[src/rtl/conv_layer_sequencer.sv]
// conv_layer_sequencer
//   Run sequencer for the convolution unit. A run walks INIT -> A -> B -> C
//   -> DONE -> INIT. Each layer accepts a latched number of tile beats and
//   then holds for D = MULT_PIPELINE_STAGE + 1 cycles so the multiplier
//   pipeline drains. state_rst from conv control aborts a run synchronously.
//
//   Optional feature: define SEQ_PERF_CNT_EN to build the run_cycles busy
//   counter. When it is undefined, run_cycles is tied to zero.
//
// Ports
//   clk            rising-edge clock
//   rstn           asynchronous active-low reset
//   start          launch a run (sampled only in INIT)
//   tiles_a/b/c    beat count per layer, latched on the accepted start
//   tile_valid     upstream beat available
//   tile_ready     sequencer accepts a beat (forced low while state_rst)
//   state_rst      synchronous abort back to INIT
//   current_state  INIT=000 A=001 B=010 C=011 DONE=100
//   tile_cnt       beats accepted in the current layer
//   layer_first    combinational: accepted beat while tile_cnt == 0
//   busy           high in A, B, C and DONE
//   done           one-cycle pulse in DONE
//   run_cycles     busy-cycle performance counter
module conv_layer_sequencer #(
  parameter int CNT_WIDTH           = 16,
  parameter int MULT_PIPELINE_STAGE = 2
) (
  input  logic                 clk,
  input  logic                 rstn,
  input  logic                 start,
  input  logic [CNT_WIDTH-1:0] tiles_a,
  input  logic [CNT_WIDTH-1:0] tiles_b,
  input  logic [CNT_WIDTH-1:0] tiles_c,
  input  logic                 tile_valid,
  output logic                 tile_ready,
  input  logic                 state_rst,
  output logic [2:0]           current_state,
  output logic [CNT_WIDTH-1:0] tile_cnt,
  output logic                 layer_first,
  output logic                 busy,
  output logic                 done,
  output logic [31:0]          run_cycles
);

  localparam int D  = MULT_PIPELINE_STAGE + 1;
  localparam int DW = (D > 1) ? $clog2(D) : 1;
  localparam logic [DW-1:0] DLAST = DW'(D - 1);

  typedef enum logic [2:0] {
    S_INIT = 3'b000,
    S_A    = 3'b001,
    S_B    = 3'b010,
    S_C    = 3'b011,
    S_DONE = 3'b100
  } state_t;

  state_t               r_state;
  logic [CNT_WIDTH-1:0] r_tiles_a;
  logic [CNT_WIDTH-1:0] r_tiles_b;
  logic [CNT_WIDTH-1:0] r_tiles_c;
  logic [CNT_WIDTH-1:0] r_tile_cnt;
  logic                 r_ready;
  logic                 r_drain;
  logic [DW-1:0]        r_dcnt;
  logic                 r_busy;
  logic                 r_done;

  logic [CNT_WIDTH-1:0] w_limit;
  logic [CNT_WIDTH-1:0] w_next_limit;
  state_t               w_next_layer;
  logic                 w_in_layer;
  logic                 w_accept;
  logic                 w_adv;
  logic [CNT_WIDTH-1:0] w_cnt_inc;

  // Current layer's latched count, plus the state/count the layer hands off to.
  always_comb begin
    w_limit      = '0;
    w_next_limit = '0;
    w_next_layer = S_DONE;
    case (r_state)
      S_A: begin
        w_limit      = r_tiles_a;
        w_next_limit = r_tiles_b;
        w_next_layer = S_B;
      end
      S_B: begin
        w_limit      = r_tiles_b;
        w_next_limit = r_tiles_c;
        w_next_layer = S_C;
      end
      S_C: begin
        w_limit      = r_tiles_c;
        w_next_limit = '0;
        w_next_layer = S_DONE;
      end
      default: ;
    endcase
  end

  assign w_in_layer = (r_state == S_A) || (r_state == S_B) || (r_state == S_C);
  // The abort must block a beat in its own cycle, so the registered ready is
  // gated by state_rst here.
  assign tile_ready = r_ready & ~state_rst;
  assign w_accept   = tile_valid & tile_ready;
  assign w_cnt_inc  = r_tile_cnt + CNT_WIDTH'(1);
  // Leave the layer after the last drain cycle, or immediately for a
  // zero-count layer (which never raises ready and never drains).
  assign w_adv      = r_drain ? (r_dcnt == DLAST) : (w_limit == '0);

  assign current_state = r_state;
  assign tile_cnt      = r_tile_cnt;
  assign layer_first   = w_accept & (r_tile_cnt == '0);
  assign busy          = r_busy;
  assign done          = r_done;

  always_ff @(posedge clk or negedge rstn) begin
    if (!rstn) begin
      r_state    <= S_INIT;
      r_tiles_a  <= '0;
      r_tiles_b  <= '0;
      r_tiles_c  <= '0;
      r_tile_cnt <= '0;
      r_ready    <= 1'b0;
      r_drain    <= 1'b0;
      r_dcnt     <= '0;
      r_busy     <= 1'b0;
      r_done     <= 1'b0;
    end else if (state_rst) begin
      r_state    <= S_INIT;
      r_tiles_a  <= '0;
      r_tiles_b  <= '0;
      r_tiles_c  <= '0;
      r_tile_cnt <= '0;
      r_ready    <= 1'b0;
      r_drain    <= 1'b0;
      r_dcnt     <= '0;
      r_busy     <= 1'b0;
      r_done     <= 1'b0;
    end else begin
      case (r_state)
        S_INIT: begin
          if (start) begin
            r_tiles_a  <= tiles_a;
            r_tiles_b  <= tiles_b;
            r_tiles_c  <= tiles_c;
            r_tile_cnt <= '0;
            r_state    <= S_A;
            r_busy     <= 1'b1;
            r_ready    <= (tiles_a != '0);
          end
        end
        S_DONE: begin
          r_state <= S_INIT;
          r_busy  <= 1'b0;
          r_done  <= 1'b0;
          r_ready <= 1'b0;
        end
        default: begin
          if (w_in_layer) begin
            if (w_adv) begin
              r_state    <= w_next_layer;
              r_tile_cnt <= '0;
              r_drain    <= 1'b0;
              r_dcnt     <= '0;
              r_ready    <= (w_next_layer != S_DONE) && (w_next_limit != '0);
              r_done     <= (w_next_layer == S_DONE);
            end else if (r_drain) begin
              r_dcnt <= r_dcnt + DW'(1);
            end else if (w_accept) begin
              r_tile_cnt <= w_cnt_inc;
              if (w_cnt_inc == w_limit) begin
                r_drain <= 1'b1;
                r_ready <= 1'b0;
              end
            end
          end else begin
            r_state <= S_INIT;
            r_busy  <= 1'b0;
            r_ready <= 1'b0;
          end
        end
      endcase
    end
  end

`ifdef SEQ_PERF_CNT_EN
  logic [31:0] r_run_cycles;

  always_ff @(posedge clk or negedge rstn) begin
    if (!rstn) begin
      r_run_cycles <= '0;
    end else if (state_rst) begin
      r_run_cycles <= '0;
    end else if ((r_state == S_INIT) && start) begin
      r_run_cycles <= '0;
    end else if (r_busy) begin
      r_run_cycles <= r_run_cycles + 32'd1;
    end
  end

  assign run_cycles = r_run_cycles;
`else
  assign run_cycles = '0;
`endif

endmodule

[config.mk]
export PLATFORM = sky130hd
export DESIGN_NAME = conv_layer_sequencer
export DESIGN_NICKNAME = d
export VERILOG_FILES = /design/src/rtl/conv_layer_sequencer.sv
export SDC_FILE = /design/constraint.sdc
export NUM_CORES = 1
export LEC_CHECK = 0
export BUFFER_PORTS_ARGS = -buffer_cell sky130_fd_sc_hd__buf_2
export CAP_MARGIN = 10
export CORE_UTILIZATION = 50
export CTS_BUF_LIST = sky130_fd_sc_hd__clkbuf_16
export DETAILED_ROUTE_END_ITERATION = 7
export GPL_ROUTABILITY_DRIVEN = 0
export PLACE_DENSITY = 0.83
export SKIP_LAST_GASP = 1
export SYNTH_ARGS = -nofsm -noshare
export SYNTH_HDL_FRONTEND = slang
export SYNTH_SLANG_ARGS = --single-unit
[constraint.sdc]
create_clock -name clk -period 6.63 [get_ports clk]
set_input_delay 0.9945 -clock clk [delete_from_list [all_inputs] [get_ports clk]]
set_output_delay 0.9945 -clock clk [all_outputs]
set_load 0.01 [all_outputs]
**Word level (Yosys, flattened, before mapping)**

Cells that the tools add are included.

- Input port bits: 53
- Bits in registers: 73
- Word-level logic and storage cells: 112
- Output and inout port bits: 55

- Bitwise logic cells: 4
- Multiplexer cells: 53
- Reduce and logical (&&, ||, !) cells: 25
- Eq/ne operators: 18
- Add/sub/neg operators: 2

Operators with widths:

| operator | number |
|---|---|
| two-way mux 16 bit | 15 |
| one-hot mux 16 bit (2 select lines) | 2 |
| one-hot mux 16 bit (3 select lines) | 1 |
| logical NOT 16 bit | 2 |
| nonzero test 16 bit | 2 |
| two-way mux 1 bit | 21 |
| adder 16 x 1 -> 16 bit (second input constant) | 1 |
| == test 16 bit | 1 |
| two-way mux 3 bit | 4 |
| inequality test 6 x 2 -> 1 bit (second input constant) | 2 |
| one-hot mux 3 bit (2 select lines) | 2 |
| nonzero test 3 bit | 4 |
| two-way mux 2 bit | 5 |
| inequality test 4 x 2 -> 1 bit (second input constant) | 2 |
| AND reduction 2 bit | 4 |
| == test 3 x 2 -> 1 bit (second input constant) | 2 |
| == test 3 bit (second input constant) | 2 |
| inequality test 3 bit (second input constant) | 2 |
| inequality test 6 x 3 -> 1 bit (second input constant) | 1 |
| one-hot mux 1 bit (2 select lines) | 3 |
| AND reduction 3 bit | 2 |
| nonzero test 2 bit | 3 |
| inequality test 5 x 2 -> 1 bit (second input constant) | 1 |
| AND reduction 5 bit | 1 |
| 13 further kinds | 17 |

**Depth between registers and ports, before layout**

- Depth after elaboration: 10
- Depth in mapped cells: 12
- Gate-level depth less buffers: 9

**Least setup slack after synthesis**

OpenSTA, ideal clock, no wires.

- Kind: in2out
- Start: input port state_rst
- End: output port layer_first
- Slack: 3.809 ns
- Path buffers: 0
- Data required time: 5.635 ns
- Stages: 3
- Data arrival time: 1.827 ns
- Path through: nor2b_1 -> nand2_1 -> nor4_1

- Cells in the longest elaborated chain, start to end: 4

RTL lines:

| element | RTL line | text |
|---|---|---|
| start: declaration | 36 | `input logic state_rst,` |
| NOT 1 bit | 104 | `assign tile_ready = r_ready & ~state_rst;` |
| bitwise AND 1 bit | 104 |  |
| bitwise AND 1 bit | 105 | `assign w_accept = tile_valid & tile_ready;` |
| bitwise AND 1 bit | 113 | `assign layer_first = w_accept & (r_tile_cnt == '0);` |
| end: declaration | 39 | `output logic layer_first,` |

Every way passes these cells.

**Worst setup path in the final report**

- Start: register r_state[0] (netlist: current_state[0])
- End: register r_tile_cnt[12] (netlist: tile_cnt[12])

- Cells in the longest elaborated chain, start to end: 8
- Elaborated cells between the ends (all ways): 20
- Classes of those cells: 7 x eq/ne; 6 x mux; 7 x reduce/logical

RTL lines:

| element | RTL line | text |
|---|---|---|
| start: declaration | 57 | `state_t r_state;` |
| start signal: assignment | 162 | `r_state <= w_next_layer;` |
| == test 3 x 2 -> 1 bit / == test 3 x 1 -> 1 bit (equally long branches) | 81, 101 |  |
| one-hot mux 16 bit (3 select lines) | 81 | `case (r_state)` |
| logical NOT 16 bit | 109 | `assign w_adv = r_drain ? (r_dcnt == DLAST) : (w_limit == '0);` |
| two-way mux 1 bit | 109 |  |
| two-way mux 16 bit | 161 | `if (w_adv) begin` |
| two-way mux 16 bit | 160 | `if (w_in_layer) begin` |
| one-hot mux 16 bit (2 select lines) | 141 | `case (r_state)` |
| two-way mux 16 bit | 129 | `end else if (state_rst) begin` |
| end signal: assignment | 171 | `r_tile_cnt <= w_cnt_inc;` |
| end: declaration | 61 | `logic [CNT_WIDTH-1:0] r_tile_cnt;` |

Parallel ways exist; a longest one is shown, timed or not. The select of a mux whose other input is x is not followed.
A chain may end at the register's enable or synchronous reset.

==> flow_metrics.env <==
export IMPL_dieArea_um2=10210
export IMPL_start_kind="register"
export IMPL_ioPinCount=108
export IMPL_synth_compound_gate_area_share=0.2298
export IMPL_fin_util=0.5770
export IMPL_leakage_nw=2.375
export IMPL_postLayoutCellArea_um2=5408
export IMPL_yosys_area_share_simple=0.2211
export IMPL_async_flop_share=1.000
export IMPL_holdWs_ps=482.1
export IMPL_arrival_ps=3610
export IMPL_wl_per_cell_um=17.88
export IMPL_synth_xor_area_share=0.02397
export IMPL_clockBufferDepth=2
export IMPL_fin_nets=649
export IMPL_clockRootBuffer="clkbuf_16"
export IMPL_maxCapViolations=0
export IMPL_holdPathStages=2
export IMPL_period_minus_slack_ps=3378
export IMPL_drt_total_wl_um=13000
export IMPL_start_util=0.5235
export IMPL_r2r_end="tile_cnt[12]"
export IMPL_postCtsSetupRepairBufs=0
export IMPL_cp_max_fo=34
export IMPL_row_count=35
export IMPL_r2r_start="current_state[0]"
export IMPL_die_h_um=101.1
export IMPL_cp_end_kind="register"
export IMPL_min_from="r_tiles_a[2]"
export IMPL_drtAntennaViolNets=0
export IMPL_syn_area_um2=4906
export IMPL_power_density_nw_per_um2=221.2
export IMPL_drt_initial_drc_count=478
export IMPL_worst_slew_pin_slew_ps=1068
export IMPL_synth_edf_count=0
export IMPL_place_area_um2=5131
export IMPL_fin_skew_ps=7.324
export IMPL_synthMuxAreaShare=0.04259
export IMPL_synth_top_family_by_area="compound AO/OA/AOI/OAI gates"
export IMPL_rsz0062_at_grt="no"
export IMPL_yosysWarnings=0
export IMPL_io_buffers=75
export IMPL_max_clock_freq_mhz=296.1
export IMPL_hold_class="reg2reg"
export IMPL_ys_ff_latch=73
export IMPL_vias_per_cell=6.175
export IMPL_maxSlewHeadroom=0.2882
export IMPL_area_growth_pct=10.23
export IMPL_crit_chain="and2b_1, a22oi_1, a41o_1, nand4_1, o21ai_0, o21a_1, o21ai_1, a22o_1"
export IMPL_first_global_vias=4257
export IMPL_yosysSeqAreaShare=0.3724
export IMPL_critPathBufInv=0
export IMPL_synth_cell_types=78
export IMPL_layout_commonest_cell="buf_2"
export IMPL_worstRegToRegCells=8
export IMPL_overflow=0
export IMPL_antenna_found_initial=0
export IMPL_drt_first_pass_iters=6
export IMPL_cts_inserted_buffers=9
export IMPL_yosys_top_cells_area="dfrtp_1 37%, buf_4 5.4%, a22o_1 5.0%"
export IMPL_fill_cells=847
export IMPL_crit_family="compound AO/OA/AOI/OAI gates"
export IMPL_diodes=0
export IMPL_avgSynthCellArea_um2=9.018
export IMPL_yosys_area_top_type="dfrtp_1"
export IMPL_vias=4489
export IMPL_place_ws_ps=3113
export IMPL_hold_viol=0
export IMPL_dp_hpwl_um=9054
export IMPL_grt_pass1_wl_um=20890
export IMPL_register_area_um2=1827
export IMPL_holdPathEnd="r_tiles_a[2]"
export IMPL_chipWidth_um=101.1
export IMPL_h_tree_depth=3
export IMPL_drc=0
export IMPL_path_class="reg2reg"
export IMPL_track_usage=0.2634
export IMPL_netlist_instances=544
export IMPL_synth_flop_cell="dfrtp_1"
export IMPL_clk_pin_slew_ps=60
export IMPL_fin_ws_ps=3252
export IMPL_clock_latency_ps=340
export IMPL_setup_viol=0
export IMPL_multi_input_area_um2=2711
export IMPL_synthAdderAreaFrac=0.007651
export IMPL_grt_max_degree=76
export IMPL_core_region_area_um2=9371
export IMPL_cts_resized=0
export IMPL_drive_above_1_share=0.1973
export IMPL_peakVddDrop_uv=108.6
export IMPL_rrSetupSlack_ps=3250
export IMPL_tns_ps=0
export IMPL_drv_slew=0
export IMPL_synth_top_area_frac=0.3724
export IMPL_cp_slowest_stage_delay_ps=980
export IMPL_clock_sinks=73
export IMPL_status="finished clean"
export IMPL_slowest_stage="dfrtp_1"
export IMPL_final_cell_mix="76 x buf_2, 73 x dfrtp_1, 58 x nand2_1, 37 x o21ai_0, 32 x conb_1"
export IMPL_cts_tree="done"
export IMPL_fin_crit_sh=0.5095
export IMPL_postCtsHoldBufs=0
export IMPL_cp_required_ps=6860
## layout make-up
cell class              count  area share
well taps                 129     0.02985
multi-input cells         421      0.5014
clock inverters             7    0.008561
inverters                   9    0.006247
clock buffers               9     0.04165
repair buffers             79     0.07450
flip-flops and latches     73      0.3378
## metrics by stage
stage	power, mW	std cells
final	1.196	727
after global routing	1.242	727
after CTS	1.190	726
after detailed placement	0.7442	710
after global placement	0.7358	710
after floorplan	0.6892	575
## registers in the layout, indices dropped and copies added (netlist names)
signal,cells
r_tiles_b,16
done,1
current_state,3
busy,1
tile_cnt,16
r_tiles_a,16
r_dcnt,2
r_tiles_c,16
r_ready,1
r_drain,1
## worst min-delay path: stages (launching register included)
cell and delay [ps]:
dfrtp_1 340, nand2_1 40, o21ai_0 60
## synth_stat cells, types with 6 or more instances
master and number:
a211o_1 7, a21oi_1 21, a22o_1 28, a31oi_1 15, buf_2 12, buf_4 35
clkbuf_1 16, dfrtp_1 73, inv_1 8, mux2i_1 13, nand2_1 58, nand2b_1 28
nand4_1 10, nor2_1 27, nor3_1 11, nor4_1 21, o211ai_1 6, o21ai_0 37
or3_1 6, xnor2_1 7
## how the worst max path moves through the flow
| stage | startpoint | end | slack (ps) | cells after the start |
|---|---|---|---|---|
| finish | current_state[0] | tile_cnt[12] | 3250 | 8 |
| global placement | current_state[0] | tile_cnt[5] | 3230 | 8 |
| detailed placement | current_state[0] | tile_cnt[8] | 3110 | 8 |
| global route | current_state[0] | tile_cnt[3] | 3000 | 9 |
| CTS | current_state[0] | tile_cnt[8] | 3100 | 8 |
| floorplan | state_rst | layer_first | 3810 | 3 |
## power by group
part / internal, mW / switching, mW
registers: 0.476 / 0.0345
logic: 0.0914 / 0.143
clock network: 0.252 / 0.200
total: 0.819 / 0.377
## cell families after synthesis
logic type,after synthesis
buffers and inverters,81
adder cells (fa/ha/maj),3
other,1
multiplexers,20
AND/OR/NAND/NOR,198
XOR/XNOR,11
flip-flops,73
AO/OA/AOI/OAI,157
## layer usage
metal | global-route usage | vias up | part of all wire
li1 | - | 2053 | -
met1 | 0.3606 | 2146 | 0.42
met2 | 0.4113 | 249 | 0.47
met3 | 0.03467 | 41 | 0.080
met4 | 0.1282 | 0 | 0.030
met5 | 0 | - | 0
Note: power is estimated with default switching activity, not from simulation.
